$ cat src/rtl/sram_port_ctrl_if.sv
// Request/response and bridge pin bundle for sram_port_ctrl.
// master = clients plus bridge side, slave = the controller.
interface sram_port_ctrl_if #(
   parameter int ADDR_W = 4,
   parameter int DATA_W = 64
);
   logic              io_wr_valid;
   logic              io_wr_ready;
   logic [ADDR_W-1:0] io_wr_addr;
   logic [DATA_W-1:0] io_wr_data;

   logic              io_rd0_req_valid;
   logic              io_rd0_req_ready;
   logic [ADDR_W-1:0] io_rd0_req_addr;
   logic              io_rd0_resp_valid;
   logic              io_rd0_resp_ready;
   logic [DATA_W-1:0] io_rd0_resp_data;

   logic              io_rd1_req_valid;
   logic              io_rd1_req_ready;
   logic [ADDR_W-1:0] io_rd1_req_addr;
   logic              io_rd1_resp_valid;
   logic              io_rd1_resp_ready;
   logic [DATA_W-1:0] io_rd1_resp_data;

   logic              io_ram_we;
   logic [ADDR_W-1:0] io_ram_wr_addr;
   logic [DATA_W-1:0] io_ram_din;
   logic              io_ram_re;
   logic [ADDR_W-1:0] io_ram_rd_addr;
   logic              io_ram_re2;
   logic [ADDR_W-1:0] io_ram_rd_addr2;
   logic [DATA_W-1:0] io_ram_dout;
   logic [DATA_W-1:0] io_ram_dout2;

   modport master (
      output io_wr_valid, io_wr_addr, io_wr_data,
      input  io_wr_ready,
      output io_rd0_req_valid, io_rd0_req_addr,
      input  io_rd0_req_ready,
      input  io_rd0_resp_valid, io_rd0_resp_data,
      output io_rd0_resp_ready,
      output io_rd1_req_valid, io_rd1_req_addr,
      input  io_rd1_req_ready,
      input  io_rd1_resp_valid, io_rd1_resp_data,
      output io_rd1_resp_ready,
      input  io_ram_we, io_ram_wr_addr, io_ram_din,
      input  io_ram_re, io_ram_rd_addr,
      input  io_ram_re2, io_ram_rd_addr2,
      output io_ram_dout, io_ram_dout2
   );

   modport slave (
      input  io_wr_valid, io_wr_addr, io_wr_data,
      output io_wr_ready,
      input  io_rd0_req_valid, io_rd0_req_addr,
      output io_rd0_req_ready,
      output io_rd0_resp_valid, io_rd0_resp_data,
      input  io_rd0_resp_ready,
      input  io_rd1_req_valid, io_rd1_req_addr,
      output io_rd1_req_ready,
      output io_rd1_resp_valid, io_rd1_resp_data,
      input  io_rd1_resp_ready,
      output io_ram_we, io_ram_wr_addr, io_ram_din,
      output io_ram_re, io_ram_rd_addr,
      output io_ram_re2, io_ram_rd_addr2,
      input  io_ram_dout, io_ram_dout2
   );
endinterface

$ cat src/rtl/sram_port_ctrl.sv
// Request-side controller for the dual-read/single-write SRAM bridge.
// Define SRAM_CTRL_FWD_EN to forward same-cycle write data instead of stalling.
module sram_port_ctrl #(
   parameter int ADDR_W     = 4,
   parameter int DATA_W     = 64,
   parameter int RESP_DEPTH = 4
) (
   input logic             io_clk,
   input logic             io_reset,
   sram_port_ctrl_if.slave bus
);
   localparam int PW = $clog2(RESP_DEPTH);
   localparam int CW = PW + 1;
   localparam logic [CW-1:0] FULL = CW'(RESP_DEPTH);
   localparam logic [CW-1:0] ONE  = CW'(1);

   logic              wr_acc;
   logic [1:0]        req_valid;
   logic [1:0]        req_ready;
   logic [1:0]        req_acc;
   logic [1:0]        resp_valid;
   logic [1:0]        resp_ready;
   logic [ADDR_W-1:0] req_addr  [2];
   logic [DATA_W-1:0] ram_dout  [2];
   logic [DATA_W-1:0] resp_data [2];

   assign wr_acc         = bus.io_wr_valid && !io_reset;
   assign bus.io_wr_ready = !io_reset;
   assign bus.io_ram_we   = wr_acc;
   assign bus.io_ram_wr_addr = wr_acc ? bus.io_wr_addr : '0;
   assign bus.io_ram_din  = wr_acc ? bus.io_wr_data : '0;

   assign req_valid   = {bus.io_rd1_req_valid, bus.io_rd0_req_valid};
   assign resp_ready  = {bus.io_rd1_resp_ready, bus.io_rd0_resp_ready};
   assign req_addr[0] = bus.io_rd0_req_addr;
   assign req_addr[1] = bus.io_rd1_req_addr;
   assign ram_dout[0] = bus.io_ram_dout;
   assign ram_dout[1] = bus.io_ram_dout2;

   assign bus.io_ram_re       = req_acc[0];
   assign bus.io_ram_rd_addr  = req_acc[0] ? req_addr[0] : '0;
   assign bus.io_ram_re2      = req_acc[1];
   assign bus.io_ram_rd_addr2 = req_acc[1] ? req_addr[1] : '0;

   assign bus.io_rd0_req_ready  = req_ready[0];
   assign bus.io_rd1_req_ready  = req_ready[1];
   assign bus.io_rd0_resp_valid = resp_valid[0];
   assign bus.io_rd1_resp_valid = resp_valid[1];
   assign bus.io_rd0_resp_data  = resp_data[0];
   assign bus.io_rd1_resp_data  = resp_data[1];

   for (genvar p = 0; p < 2; p++) begin : g_port
      logic [CW-1:0]     credits;
      logic [CW-1:0]     wp;
      logic [CW-1:0]     rp;
      logic [1:0]        stg;
      logic [DATA_W-1:0] fifo [RESP_DEPTH];
      logic [DATA_W-1:0] push_data;
      logic              hit;
      logic              stall;
      logic              resp_acc;

      assign hit = wr_acc && req_valid[p] &&
                   (bus.io_wr_addr == req_addr[p]);

`ifdef SRAM_CTRL_FWD_EN
      logic [1:0]        hz;
      logic [DATA_W-1:0] fwd_data [2];

      // Bridge reads old data on a same-cycle hit; replay the write word.
      assign stall     = 1'b0;
      assign push_data = hz[1] ? fwd_data[1] : ram_dout[p];

      always_ff @(posedge io_clk) begin
         if (io_reset) begin
            hz <= '0;
         end else begin
            hz <= {hz[0], hit && req_acc[p]};
         end
      end

      always_ff @(posedge io_clk) begin
         fwd_data[0] <= bus.io_wr_data;
         fwd_data[1] <= fwd_data[0];
      end
`else
      assign stall     = hit;
      assign push_data = ram_dout[p];
`endif

      assign req_ready[p] = !io_reset && (credits < FULL) && !stall;
      assign req_acc[p]   = req_valid[p] && req_ready[p];
      assign resp_valid[p] = !io_reset && (wp != rp);
      assign resp_acc     = resp_valid[p] && resp_ready[p];
      assign resp_data[p] = fifo[rp[PW-1:0]];

      always_ff @(posedge io_clk) begin
         if (io_reset) begin
            credits <= '0;
            stg     <= '0;
            wp      <= '0;
            rp      <= '0;
         end else begin
            stg <= {stg[0], req_acc[p]};
            if (stg[1]) wp <= wp + ONE;
            if (resp_acc) rp <= rp + ONE;
            if (req_acc[p] && !resp_acc) begin
               credits <= credits + ONE;
            end else if (!req_acc[p] && resp_acc) begin
               credits <= credits - ONE;
            end
         end
      end

      // Credits bound occupancy, so a push never lands on a live entry.
      always_ff @(posedge io_clk) begin
         if (stg[1] && !io_reset) begin
            fifo[wp[PW-1:0]] <= push_data;
         end
      end
   end
endmodule

$ cat src/flat_wrapper.sv
// flat-port wrapper written by rule: the top's interface ports become plain ports
module sram_port_ctrl_flat 
#(
   parameter int ADDR_W     = 4,
   parameter int DATA_W     = 64,
   parameter int RESP_DEPTH = 4
)
  (io_clk, io_reset, bus_io_wr_valid, bus_io_wr_addr, bus_io_wr_data, bus_io_wr_ready, bus_io_rd0_req_valid, bus_io_rd0_req_addr, bus_io_rd0_req_ready, bus_io_rd0_resp_valid, bus_io_rd0_resp_data, bus_io_rd0_resp_ready, bus_io_rd1_req_valid, bus_io_rd1_req_addr, bus_io_rd1_req_ready, bus_io_rd1_resp_valid, bus_io_rd1_resp_data, bus_io_rd1_resp_ready, bus_io_ram_we, bus_io_ram_wr_addr, bus_io_ram_din, bus_io_ram_re, bus_io_ram_rd_addr, bus_io_ram_re2, bus_io_ram_rd_addr2, bus_io_ram_dout, bus_io_ram_dout2);
  sram_port_ctrl_if #(.ADDR_W(ADDR_W), .DATA_W(DATA_W)) bus_i ();
  input logic io_clk;
  input logic io_reset;
  input wire logic [$bits(bus_i.io_wr_valid)-1:0] bus_io_wr_valid;
  input wire logic [$bits(bus_i.io_wr_addr)-1:0] bus_io_wr_addr;
  input wire logic [$bits(bus_i.io_wr_data)-1:0] bus_io_wr_data;
  output wire logic [$bits(bus_i.io_wr_ready)-1:0] bus_io_wr_ready;
  input wire logic [$bits(bus_i.io_rd0_req_valid)-1:0] bus_io_rd0_req_valid;
  input wire logic [$bits(bus_i.io_rd0_req_addr)-1:0] bus_io_rd0_req_addr;
  output wire logic [$bits(bus_i.io_rd0_req_ready)-1:0] bus_io_rd0_req_ready;
  output wire logic [$bits(bus_i.io_rd0_resp_valid)-1:0] bus_io_rd0_resp_valid;
  output wire logic [$bits(bus_i.io_rd0_resp_data)-1:0] bus_io_rd0_resp_data;
  input wire logic [$bits(bus_i.io_rd0_resp_ready)-1:0] bus_io_rd0_resp_ready;
  input wire logic [$bits(bus_i.io_rd1_req_valid)-1:0] bus_io_rd1_req_valid;
  input wire logic [$bits(bus_i.io_rd1_req_addr)-1:0] bus_io_rd1_req_addr;
  output wire logic [$bits(bus_i.io_rd1_req_ready)-1:0] bus_io_rd1_req_ready;
  output wire logic [$bits(bus_i.io_rd1_resp_valid)-1:0] bus_io_rd1_resp_valid;
  output wire logic [$bits(bus_i.io_rd1_resp_data)-1:0] bus_io_rd1_resp_data;
  input wire logic [$bits(bus_i.io_rd1_resp_ready)-1:0] bus_io_rd1_resp_ready;
  output wire logic [$bits(bus_i.io_ram_we)-1:0] bus_io_ram_we;
  output wire logic [$bits(bus_i.io_ram_wr_addr)-1:0] bus_io_ram_wr_addr;
  output wire logic [$bits(bus_i.io_ram_din)-1:0] bus_io_ram_din;
  output wire logic [$bits(bus_i.io_ram_re)-1:0] bus_io_ram_re;
  output wire logic [$bits(bus_i.io_ram_rd_addr)-1:0] bus_io_ram_rd_addr;
  output wire logic [$bits(bus_i.io_ram_re2)-1:0] bus_io_ram_re2;
  output wire logic [$bits(bus_i.io_ram_rd_addr2)-1:0] bus_io_ram_rd_addr2;
  input wire logic [$bits(bus_i.io_ram_dout)-1:0] bus_io_ram_dout;
  input wire logic [$bits(bus_i.io_ram_dout2)-1:0] bus_io_ram_dout2;
  assign bus_i.io_wr_valid = bus_io_wr_valid;
  assign bus_i.io_wr_addr = bus_io_wr_addr;
  assign bus_i.io_wr_data = bus_io_wr_data;
  assign bus_io_wr_ready = bus_i.io_wr_ready;
  assign bus_i.io_rd0_req_valid = bus_io_rd0_req_valid;
  assign bus_i.io_rd0_req_addr = bus_io_rd0_req_addr;
  assign bus_io_rd0_req_ready = bus_i.io_rd0_req_ready;
  assign bus_io_rd0_resp_valid = bus_i.io_rd0_resp_valid;
  assign bus_io_rd0_resp_data = bus_i.io_rd0_resp_data;
  assign bus_i.io_rd0_resp_ready = bus_io_rd0_resp_ready;
  assign bus_i.io_rd1_req_valid = bus_io_rd1_req_valid;
  assign bus_i.io_rd1_req_addr = bus_io_rd1_req_addr;
  assign bus_io_rd1_req_ready = bus_i.io_rd1_req_ready;
  assign bus_io_rd1_resp_valid = bus_i.io_rd1_resp_valid;
  assign bus_io_rd1_resp_data = bus_i.io_rd1_resp_data;
  assign bus_i.io_rd1_resp_ready = bus_io_rd1_resp_ready;
  assign bus_io_ram_we = bus_i.io_ram_we;
  assign bus_io_ram_wr_addr = bus_i.io_ram_wr_addr;
  assign bus_io_ram_din = bus_i.io_ram_din;
  assign bus_io_ram_re = bus_i.io_ram_re;
  assign bus_io_ram_rd_addr = bus_i.io_ram_rd_addr;
  assign bus_io_ram_re2 = bus_i.io_ram_re2;
  assign bus_io_ram_rd_addr2 = bus_i.io_ram_rd_addr2;
  assign bus_i.io_ram_dout = bus_io_ram_dout;
  assign bus_i.io_ram_dout2 = bus_io_ram_dout2;
  sram_port_ctrl #(.ADDR_W(ADDR_W), .DATA_W(DATA_W), .RESP_DEPTH(RESP_DEPTH)) u_core (.io_clk(io_clk), .io_reset(io_reset), .bus(bus_i));
endmodule
$ cat config.mk
export PLATFORM = sky130hd
export DESIGN_NAME = sram_port_ctrl_flat
export DESIGN_NICKNAME = d
export VERILOG_FILES = /design/src/rtl/sram_port_ctrl_if.sv /design/src/rtl/sram_port_ctrl.sv /design/src/flat_wrapper.sv
export SDC_FILE = /design/constraint.sdc
export NUM_CORES = 1
export LEC_CHECK = 0
export CAP_MARGIN = 20
export CORE_UTILIZATION = 40
export CTS_CLUSTER_DIAMETER = 50
export DETAILED_ROUTE_END_ITERATION = 8
export RECOVER_POWER = 50
export SKIP_LAST_GASP = 1
export SYNTH_ARGS = -nofsm -noshare
export SYNTH_HDL_FRONTEND = slang
export SYNTH_SLANG_ARGS = --single-unit
$ cat constraint.sdc
create_clock -name io_clk -period 5.44 [get_ports io_clk]
set_input_delay 1.088 -clock io_clk [delete_from_list [all_inputs] [get_ports io_clk]]
set_output_delay 1.088 -clock io_clk [all_outputs]
set_load 0.005 [all_outputs]
==> results of run 1 <==
-- final timing paths --
path	cells past startpoint	to	slack, ns
min	1	u_core.g_port[1].stg[1]	0.44
max reg2reg	9	u_core.g_port[0].credits[2]	2.67
min reg2reg	1	u_core.g_port[1].stg[1]	0.44
max	6	bus_io_ram_re2	0.88
-- metal layers --
layer,routed length [µm],vias to the layer above,GRT usage
li1,-,4770,-
met1,18100,5407,0.217
met2,24800,388,0.325
met3,2550,97,0.0395
met4,1540,0,0.0610
met5,0,-,0
-- per-stage QoR --
stage          hold slack, ns  setup slack, ns  std cells
2_1_floorplan           0.414             2.07        934
3_3_place_gp            0.427            0.974       2007
3_5_place_dp            0.427            0.960       2007
4_1_cts                 0.441            0.942       2108
5_1_grt                 0.455            0.685       2108
6_report                0.440            0.884       2109
-- worst max-delay path, delay by kind of cell --
kind            cells  cell delay (ns)
compound gates      1             0.24
simple gates        1             0.46
buf+inv             4             1.66
-- synth_stat cells (all sizes together) (6+ instances only) --
cell type and n:
inv 13, nor2b 7, a21oi 6, xor2 16, edfxtp 512, clkbuf 11, nand3 6, ha 12
and2 76, a31oi 13, buf 30, nor2 14, o21ai 6, mux4 128, xnor2 10, dfxtp 26
nand2 9
-- layout make-up --
class	count	area [µm²]	area share
Sequential cell	538	15900	0.582
Clock buffer	70	1480	0.0540
Multi-Input combinational cell	342	4410	0.161
Timing Repair Buffer	442	4440	0.163
Antenna cell	1	2.50	0.0000916
Inverter	13	48.8	0.00179
Clock inverter	31	193	0.00705
Tap cell	672	841	0.0308
-- sequential cells by signal, summed over array words and instances, names as in the netlist, named ones only --
register	flops
u_core.g_port.wp	6
u_core.g_port.rp	6
u_core.g_port.fifo	512
u_core.g_port.stg	4
u_core.g_port.credits	6
-- cells by family after synthesis --
logic type / count (synthesis) / share of synthesized area
fa+ha+maj: 14 / 0.00926
xor+xnor: 26 / 0.0118
compound gates: 40 / 0.0130
flops: 538 / 0.774
buf+inv: 54 / 0.0122
simple gates: 130 / 0.0373
mux: 132 / 0.142
-- power groups by stage --
stage / registers, mW / logic [mW] / clock network [mW]
2_1_floorplan: 4.71 / 0.659 / 0
3_3_place_gp: 4.80 / 1.32 / 0
3_5_place_dp: 4.80 / 1.32 / 0
4_1_cts: 4.71 / 1.33 / 3.59
5_1_grt: 4.72 / 1.37 / 3.75
6_report: 4.70 / 1.28 / 3.50
==> flow_summary.json, run 1 <==
{
  "slew_headroom": -0.352,
  "final_cell_mix": "512 x edfxtp_1, 293 x clkdlybuf4s50_1, 129 x dlygate4sd3_1, 128 x mux4_2, 68 x and2_1",
  "grt_max_degree": 65,
  "power_frac_comb": 0.135,
  "final_cell_area_um2": 27300,
  "clk_latency_ns": 0.59,
  "synth_area_um2": 20500,
  "initial_core_util": 0.408,
  "final_common_cell": "edfxtp_1",
  "setup_viol": 0,
  "cts-htree-levels": 2,
  "cts_tree": "yes",
  "antenna_found_initial": 6,
  "max_clock_freq_mhz": 219,
  "die-area_um2": 52200,
  "switchingPower_mw": 2.10,
  "syn_area_per_cell_um2": 22.0,
  "arrival_ns": 3.47,
  "grt_pass1_wl_um": 70900,
  "syn_nets": 1159,
  "fin_crit_ns": 4.56,
  "yosys-top-cells-area": "edfxtp_1 75%, mux4_2 14%, dfxtp_1 2.5%, and2_1 2.3%, ha_1 0.73%",
  "fin_nets": 1618,
  "cts_num_sinks": 538,
  "rsz0062_at_grt": "no",
  "clk_pin_slew_ns": 0.06,
  "port_buffers": 422,
  "tns_ns": 0,
  "vias": 10700,
  "final_util": 0.542,
  "fin_crit_sh": 0.838,
  "synth_top_area_frac": 0.749,
  "violations": "max-capacitance violations, max-slew violations",
  "drt-wirelength-per-cell_um": 22.3,
  "crit_path_max_incr_delay_ns": 0.64,
  "p_leak_nw": 8.76,
  "p_per_area_nw_per_um2": 347,
  "post_dp_cell_area_um2": 25700,
  "critPathLaunchType": "input pin",
  "p_int_mw": 7.38,
  "crit_slowest_cell": "dlygate4sd3_1",
  "nFillCells": 3976,
  "finalMaxSlewViolations": 195,
  "overflow": 0,
  "synth_area_leader_cell": "edfxtp_1",
  "cts-resized-gates": 0,
  "peakVddDrop_mv": 0.201,
  "netSwitchingFraction": 0.221,
  "cts_root_buffer": "clkbuf_16",
  "finalWirelength_um": 47000,
  "cts_hold_buf": 0,
  "ys_seq_area_frac": 0.774,
  "drt_first_pass_iters": 5,
  "clock_power_share": 0.369,
  "total_power_mw": 9.48,
  "cts.path.max_buffers": 3,
  "io_pins": 423,
  "synth_edf_count": 512,
  "ant_nets": 0,
  "grt.total_usage": 0.182,
  "place.gp.congestion": 0.880,
  "async_flop_share": 0,
  "synth.distinct_cells": 38,
  "power_frac_seq": 0.496,
  "critPathCaptureType": "primary output",
  "yosys_warnings": 0,
  "syn_inst": 934,
  "hold_viol_final": 0,
  "crit_required_ns": 4.35,
  "worstHoldStart": "u_core.g_port[1].stg[0]",
  "dieHeight_um": 229,
  "critPathMaxFanout": 32,
  "std_cell_rows": 82,
  "crit_type": "input pin to primary output",
  "hp-class": "register to register",
  "reg2reg_from": "u_core.g_port[0].credits[2]",
  "drc": 0,
  "cts_setup_buffers": 0,
  "path_cells": "dlygate4sd3_1 > buf_4 > nor3b_1 > inv_1 > a31oi_1 > clkdlybuf4s50_1",
  "drv_cap": 3,
  "ys_ff_latch": 538,
  "cts_buffers": 56,
  "drive_gt1_frac": 0.163,
  "status": "finished, violations left",
  "avgViaCountPerCell": 5.06,
  "synth_top_flop_cell": "edfxtp_1",
  "clock_skew_ns": 0.0113,
  "crit_start": "io_reset",
  "synthToLayoutAreaGrowth_pct": 33.0,
  "drtIter0Drc": 554,
  "post-dp-hpwl_um": 30400,
  "first_global_vias": 11400,
  "die_w_um": 229,
  "worstMarginPinSlew_ns": 2.03,
  "core_um2": 50400
}
Note: power is estimated with default switching activity, not from simulation.
==> run 2: changes to the inputs <==
==> constraint.sdc (replaced) <==
create_clock -name io_clk -period 4.3 [get_ports io_clk]
set_input_delay 0.86 -clock io_clk [delete_from_list [all_inputs] [get_ports io_clk]]
set_output_delay 0.86 -clock io_clk [all_outputs]
set_load 0.005 [all_outputs]
==> run 2 against run 1 <==
Against the previous run:
- the run now ends clean
- wire length increased by 1.4%
- flip-flop and latch count unchanged
- sequential power increased by 26%
- first-iteration DRC count increased by 0.54%
- sequential share of layout area decreased by 0.27 points
- critical endpoint is now bus_io_ram_din[63]
- largest cell class unchanged
- largest power group unchanged
- highest routed layer unchanged
==> flow_summary.json, run 2 (synthesis results as in run 1) <==
{
  "max_clock_freq_mhz": 249,
  "status": "finished clean",
  "fin_crit_ns": 4.02,
  "largest_register_ffs": 512,
  "multi_input_area_um2": 4400,
  "worst_hold_slack_ns": 0.440,
  "antenna_found_initial": 6,
  "setup_viol": 0,
  "post_dp_cell_area_um2": 25800,
  "critPathCaptureType": "primary output",
  "clock_skew_ns": 0.0156,
  "cts_tree": "yes",
  "post-dp-hpwl_um": 31300,
  "path_cells": "dlygate4sd3_1 > nor2b_4 > buf_4 > and2_1 > clkdlybuf4s50_1",
  "dp.cells": 2015,
  "std_cell_rows": 82,
  "holdPathEnd": "u_core.g_port[0].stg[1]",
  "pre_cts_slack_ns": 0.303,
  "seq_area_um2": 15900,
  "first_global_vias": 11500,
  "r2r_cells": 9,
  "final_cells": 2121,
  "ant_nets": 0,
  "drtIter0Drc": 557,
  "p_leak_nw": 8.80,
  "cts-resized-gates": 0,
  "drv_cap": 0,
  "place.gp.congestion": 0.873,
  "reg2reg_to": "u_core.g_port[0].credits[2]",
  "final_cell_mix": "512 x edfxtp_1, 293 x clkdlybuf4s50_1, 129 x dlygate4sd3_1, 128 x mux4_2, 68 x and2_1",
  "p_per_area_nw_per_um2": 440,
  "final_common_cell": "edfxtp_1",
  "dieHeight_um": 229,
  "tns_ns": 0,
  "final_cell_area_um2": 27400,
  "initial_core_util": 0.408,
  "rsz0062_at_grt": "no",
  "critPathMaxFanout": 35,
  "hold_viol_final": 0,
  "grt.total_usage": 0.183,
  "setup_slack_ns": 0.281,
  "total_power_mw": 12.1,
  "drive_gt1_frac": 0.165,
  "cts_buffers": 56,
  "worstHoldStart": "u_core.g_port[0].stg[0]",
  "fin_crit_sh": 0.935,
  "vias": 10700,
  "grt_pass1_wl_um": 71200,
  "rrSetupSlack_ns": 1.80,
  "clk_latency_ns": 0.58,
  "drt-wirelength-per-cell_um": 22.5,
  "clk_pin_slew_ns": 0.05,
  "finalMaxSlewViolations": 0,
  "cts-htree-levels": 2,
  "cts_hold_buf": 0,
  "crit_slowest_cell": "dlygate4sd3_1",
  "io_pins": 423,
  "die-area_um2": 52200,
  "crit_required_ns": 3.44,
  "hp-class": "register to register",
  "avgViaCountPerCell": 5.02,
  "port_buffers": 422,
  "overflow": 0,
  "slew_headroom": 0.0507,
  "holdPathStages": 1,
  "crit_path_max_incr_delay_ns": 0.69,
  "crit_type": "input pin to primary output",
  "synthToLayoutAreaGrowth_pct": 33.6,
  "worstMarginPinSlew_ns": 1.42,
  "arrival_ns": 3.16,
  "finalWirelength_um": 47600,
  "die_w_um": 229,
  "cts_root_buffer": "clkbuf_16",
  "cts_setup_buffers": 0,
  "critPathLaunchType": "input pin",
  "reg2reg_from": "u_core.g_port[0].credits[2]",
  "drc": 0,
  "cts.path.max_buffers": 3,
  "final_util": 0.545,
  "cts_num_sinks": 538,
  "drt_first_pass_iters": 4,
  "core_um2": 50400,
  "peakVddDrop_mv": 0.267,
  "nFillCells": 3939,
  "fin_nets": 1626,
  "grt_max_degree": 65
}
-- run 2: changes by cell type in the layout (fill, tap and decap cells not counted), moves of 2 or more --
| cell | previous run | this run |
|---|---|---|
| and2_0 | 0 | 2 |
| and2_2 | 8 | 6 |
| clkbuf_8 | 0 | 4 |
| clkbuf_1 | 13 | 20 |
| buf_12 | 6 | 9 |
| clkinv_2 | 5 | 3 |
| inv_8 | 2 | 0 |
| diode_2 | 1 | 4 |
| buf_4 | 11 | 13 |
| clkinv_1 | 17 | 12 |
-- run 2: worst max-delay path by stage --
| stage | cells after the start | end | startpoint |
|---|---|---|---|
| final | 5 | bus_io_ram_din[63] | io_reset |
| after detailed placement | 5 | bus_io_ram_din[63] | io_reset |
| after global routing | 6 | bus_io_rd0_req_ready | io_reset |
| after floorplan | 3 | u_core.g_port[0].fifo[0][0] | io_reset |
| after CTS | 5 | bus_io_ram_din[63] | io_reset |
| after global placement | 5 | bus_io_ram_rd_addr[0] | io_reset |
-- run 2: where the power goes --
group / leakage (nW) / switching [mW] / total [mW] / internal, mW
logic: 3.16 / 0.633 / 1.67 / 1.04
clock network: 0.823 / 1.91 / 4.48 / 2.56
registers: 4.83 / 0.101 / 5.92 / 5.82
total: 8.80 / 2.65 / 12.1 / 9.42
-- run 2: worst max-delay path, delay by kind of cell --
family                 cells  cell delay (ns)
buffers and inverters      3             1.59
and+or+nand+nor            2             0.69
-- run 2: layout make-up --
| cell class | instances | share of cell area |
|---|---|---|
| sequential | 538 | 0.580 |
| timing repair buffer | 450 | 0.165 |
| multi-input combinational | 342 | 0.160 |
| clock buffer | 78 | 0.0563 |
| tap | 672 | 0.0306 |
| clock inverter | 24 | 0.00575 |
| inverter | 13 | 0.00178 |
| antenna | 4 | 0.000365 |
-- run 2: layer usage --
metal / global-route usage / vias up / part of all wire
met5: 0 / - / 0
met4: 0.0631 / 0 / 0.028
met3: 0.0393 / 73 / 0.052
met2: 0.320 / 366 / 0.52
met1: 0.223 / 5435 / 0.40
li1: - / 4782 / -
==> run 3: changes to the inputs <==
--- a/config.mk
+++ b/config.mk
@@ -7,8 +7,9 @@
 export LEC_CHECK = 0
 export CAP_MARGIN = 20
 export CORE_UTILIZATION = 40
-export CTS_CLUSTER_DIAMETER = 50
+export CTS_CLUSTER_DIAMETER = 30
 export DETAILED_ROUTE_END_ITERATION = 8
+export GPL_TIMING_DRIVEN = 0
 export RECOVER_POWER = 50
 export SKIP_LAST_GASP = 1
 export SYNTH_ARGS = -nofsm -noshare
==> run 3 against run 2 <==
Against the previous run:
- the flow now finishes with violations (max-capacitance violations, max-slew violations)
- die area is the same
- largest power group is now clock
- clock power grew 95%
- global-route usage grew 0.90 points
- sequential share of layout area shrank 4.5 points
- sequential power shrank 0.8%
- final area grew 8.4%
- final cell count grew 6.0%
- non-clock buffer count grew 21
- via count grew 5.9%
- core utilization grew 4.6 points
- clock-buffer cell count grew 43
==> flow_summary.json, run 3 (synthesis results as in run 1) <==
{
  "crit_path_max_incr_delay_ns": 0.63,
  "hold_viol_final": 0,
  "cts-htree-levels": 3,
  "clock_skew_ns": 0.0176,
  "p_leak_nw": 9.90,
  "critPathLaunchType": "input pin",
  "setup_viol": 0,
  "p_per_area_nw_per_um2": 550,
  "final_util": 0.591,
  "seq_area_um2": 15900,
  "antenna_found_initial": 12,
  "holdPathStages": 1,
  "hp-class": "register to register",
  "cts_tree": "yes",
  "grt_max_degree": 52,
  "worstMarginPinSlew_ns": 2.59,
  "overflow": 0,
  "place.gp.congestion": 0.812,
  "cts_num_sinks": 538,
  "total_power_mw": 16.4,
  "cts_buffers": 110,
  "crit_slowest_cell": "clkdlybuf4s50_1",
  "slew_headroom": -0.728,
  "clk_latency_ns": 0.63,
  "synthToLayoutAreaGrowth_pct": 44.9,
  "arrival_ns": 3.26,
  "crit_type": "input pin to primary output",
  "cts_root_buffer": "clkbuf_16",
  "max_clock_freq_mhz": 243,
  "drv_cap": 5,
  "crit_top_cell": "clkdlybuf4s50_1",
  "io_pins": 423,
  "fin_crit_sh": 0.959,
  "grt.total_usage": 0.192,
  "initial_core_util": 0.408,
  "post_dp_cell_area_um2": 25800,
  "path_cells": "clkdlybuf4s50_1 > nor2b_1 > buf_2 > clkbuf_1 > clkbuf_2 > and2_1 > clkdlybuf4s50_1",
  "drc": 0,
  "final_cell_area_um2": 29800,
  "die-area_um2": 52200,
  "multi_input_area_um2": 4400,
  "drt-wirelength-per-cell_um": 22.1,
  "dieHeight_um": 229,
  "port_buffers": 422,
  "critPathMaxFanout": 10,
  "largest_register_ffs": 512,
  "finalWirelength_um": 49600,
  "fin_crit_ns": 4.12,
  "drt_first_pass_iters": 5,
  "vias": 11300,
  "ant_nets": 0,
  "finalMaxSlewViolations": 117,
  "grt_pass1_wl_um": 74500,
  "dp.cells": 2036,
  "core_um2": 50400,
  "die_w_um": 229,
  "avgViaCountPerCell": 5.02,
  "drtIter0Drc": 473,
  "post-dp-hpwl_um": 32800,
  "final_cell_mix": "512 x edfxtp_1, 294 x clkdlybuf4s50_1, 128 x mux4_2, 128 x dlygate4sd3_1, 111 x clkbuf_16",
  "cts_hold_buf": 0,
  "crit_required_ns": 3.44,
  "tns_ns": 0,
  "fin_nets": 1701,
  "final_common_cell": "edfxtp_1",
  "final_cells": 2249,
  "peakVddDrop_mv": 0.313,
  "critPathCaptureType": "primary output",
  "nFillCells": 3774,
  "rsz0062_at_grt": "no",
  "drive_gt1_frac": 0.224,
  "clk_pin_slew_ns": 0.05,
  "violations": "max-capacitance violations, max-slew violations",
  "r2r_cells": 3,
  "cts.path.max_buffers": 3,
  "first_global_vias": 12300,
  "status": "finished, violations left",
  "std_cell_rows": 82
}
==> run 3: timing repair <==
| action | 4_1_cts | 5_1_grt |
|---|---|---|
| buffers inserted | 0 | 0 |
| gates resized for setup | 1 | 3 |
| setup endpoints to repair | 1 | 11 |
==> run 3: metal layers <==
metal  share of wire  GRT usage  vias to the layer above  wire length [µm]
li1                -          -                     4987                 -
met1            0.38      0.222                     5764             19000
met2            0.53      0.338                      428             26300
met3           0.055     0.0417                      105              2740
met4           0.032     0.0917                        0              1600
met5               0          0                        -                 0
==> run 3: final cells by class <==
cell class,count,area share
Tap cell,672,0.0283
Multi-Input combinational cell,342,0.148
Sequential cell,538,0.534
Timing Repair Buffer,430,0.149
Antenna cell,4,0.000336
Buffer,41,0.00681
Inverter,13,0.00164
Clock inverter,88,0.0371
Clock buffer,121,0.0946
==> run 3: power by group <==
group,switching (mW),internal (mW)
Sequential,0.0423,5.83
Combinational,0.700,1.05
Clock,2.79,5.94
==> run 3: final timing paths <==
path                                              start                            to  slack (ns)
worst max-delay path                           io_reset            bus_io_ram_din[17]        0.18
worst min-delay path            u_core.g_port[0].stg[0]       u_core.g_port[0].stg[1]        0.43
worst max register to register  u_core.g_port[0].stg[1]  u_core.g_port[0].fifo[2][35]        1.09
worst min register to register  u_core.g_port[0].stg[0]       u_core.g_port[0].stg[1]        0.43
==> run 3: stage by stage <==
stage,hold slack (ns),setup slack (ns)
after floorplan,0.414,1.15
after global placement,0.435,-1.18
after detailed placement,0.420,0.00900
after CTS,0.427,0.0242
after global routing,0.445,0.0176
final,0.425,0.178
==> run 3: critical path, delay by kind of cell <==
kind          cells  cell delay, ns
buf+inv           5            1.98
simple gates      2            0.41
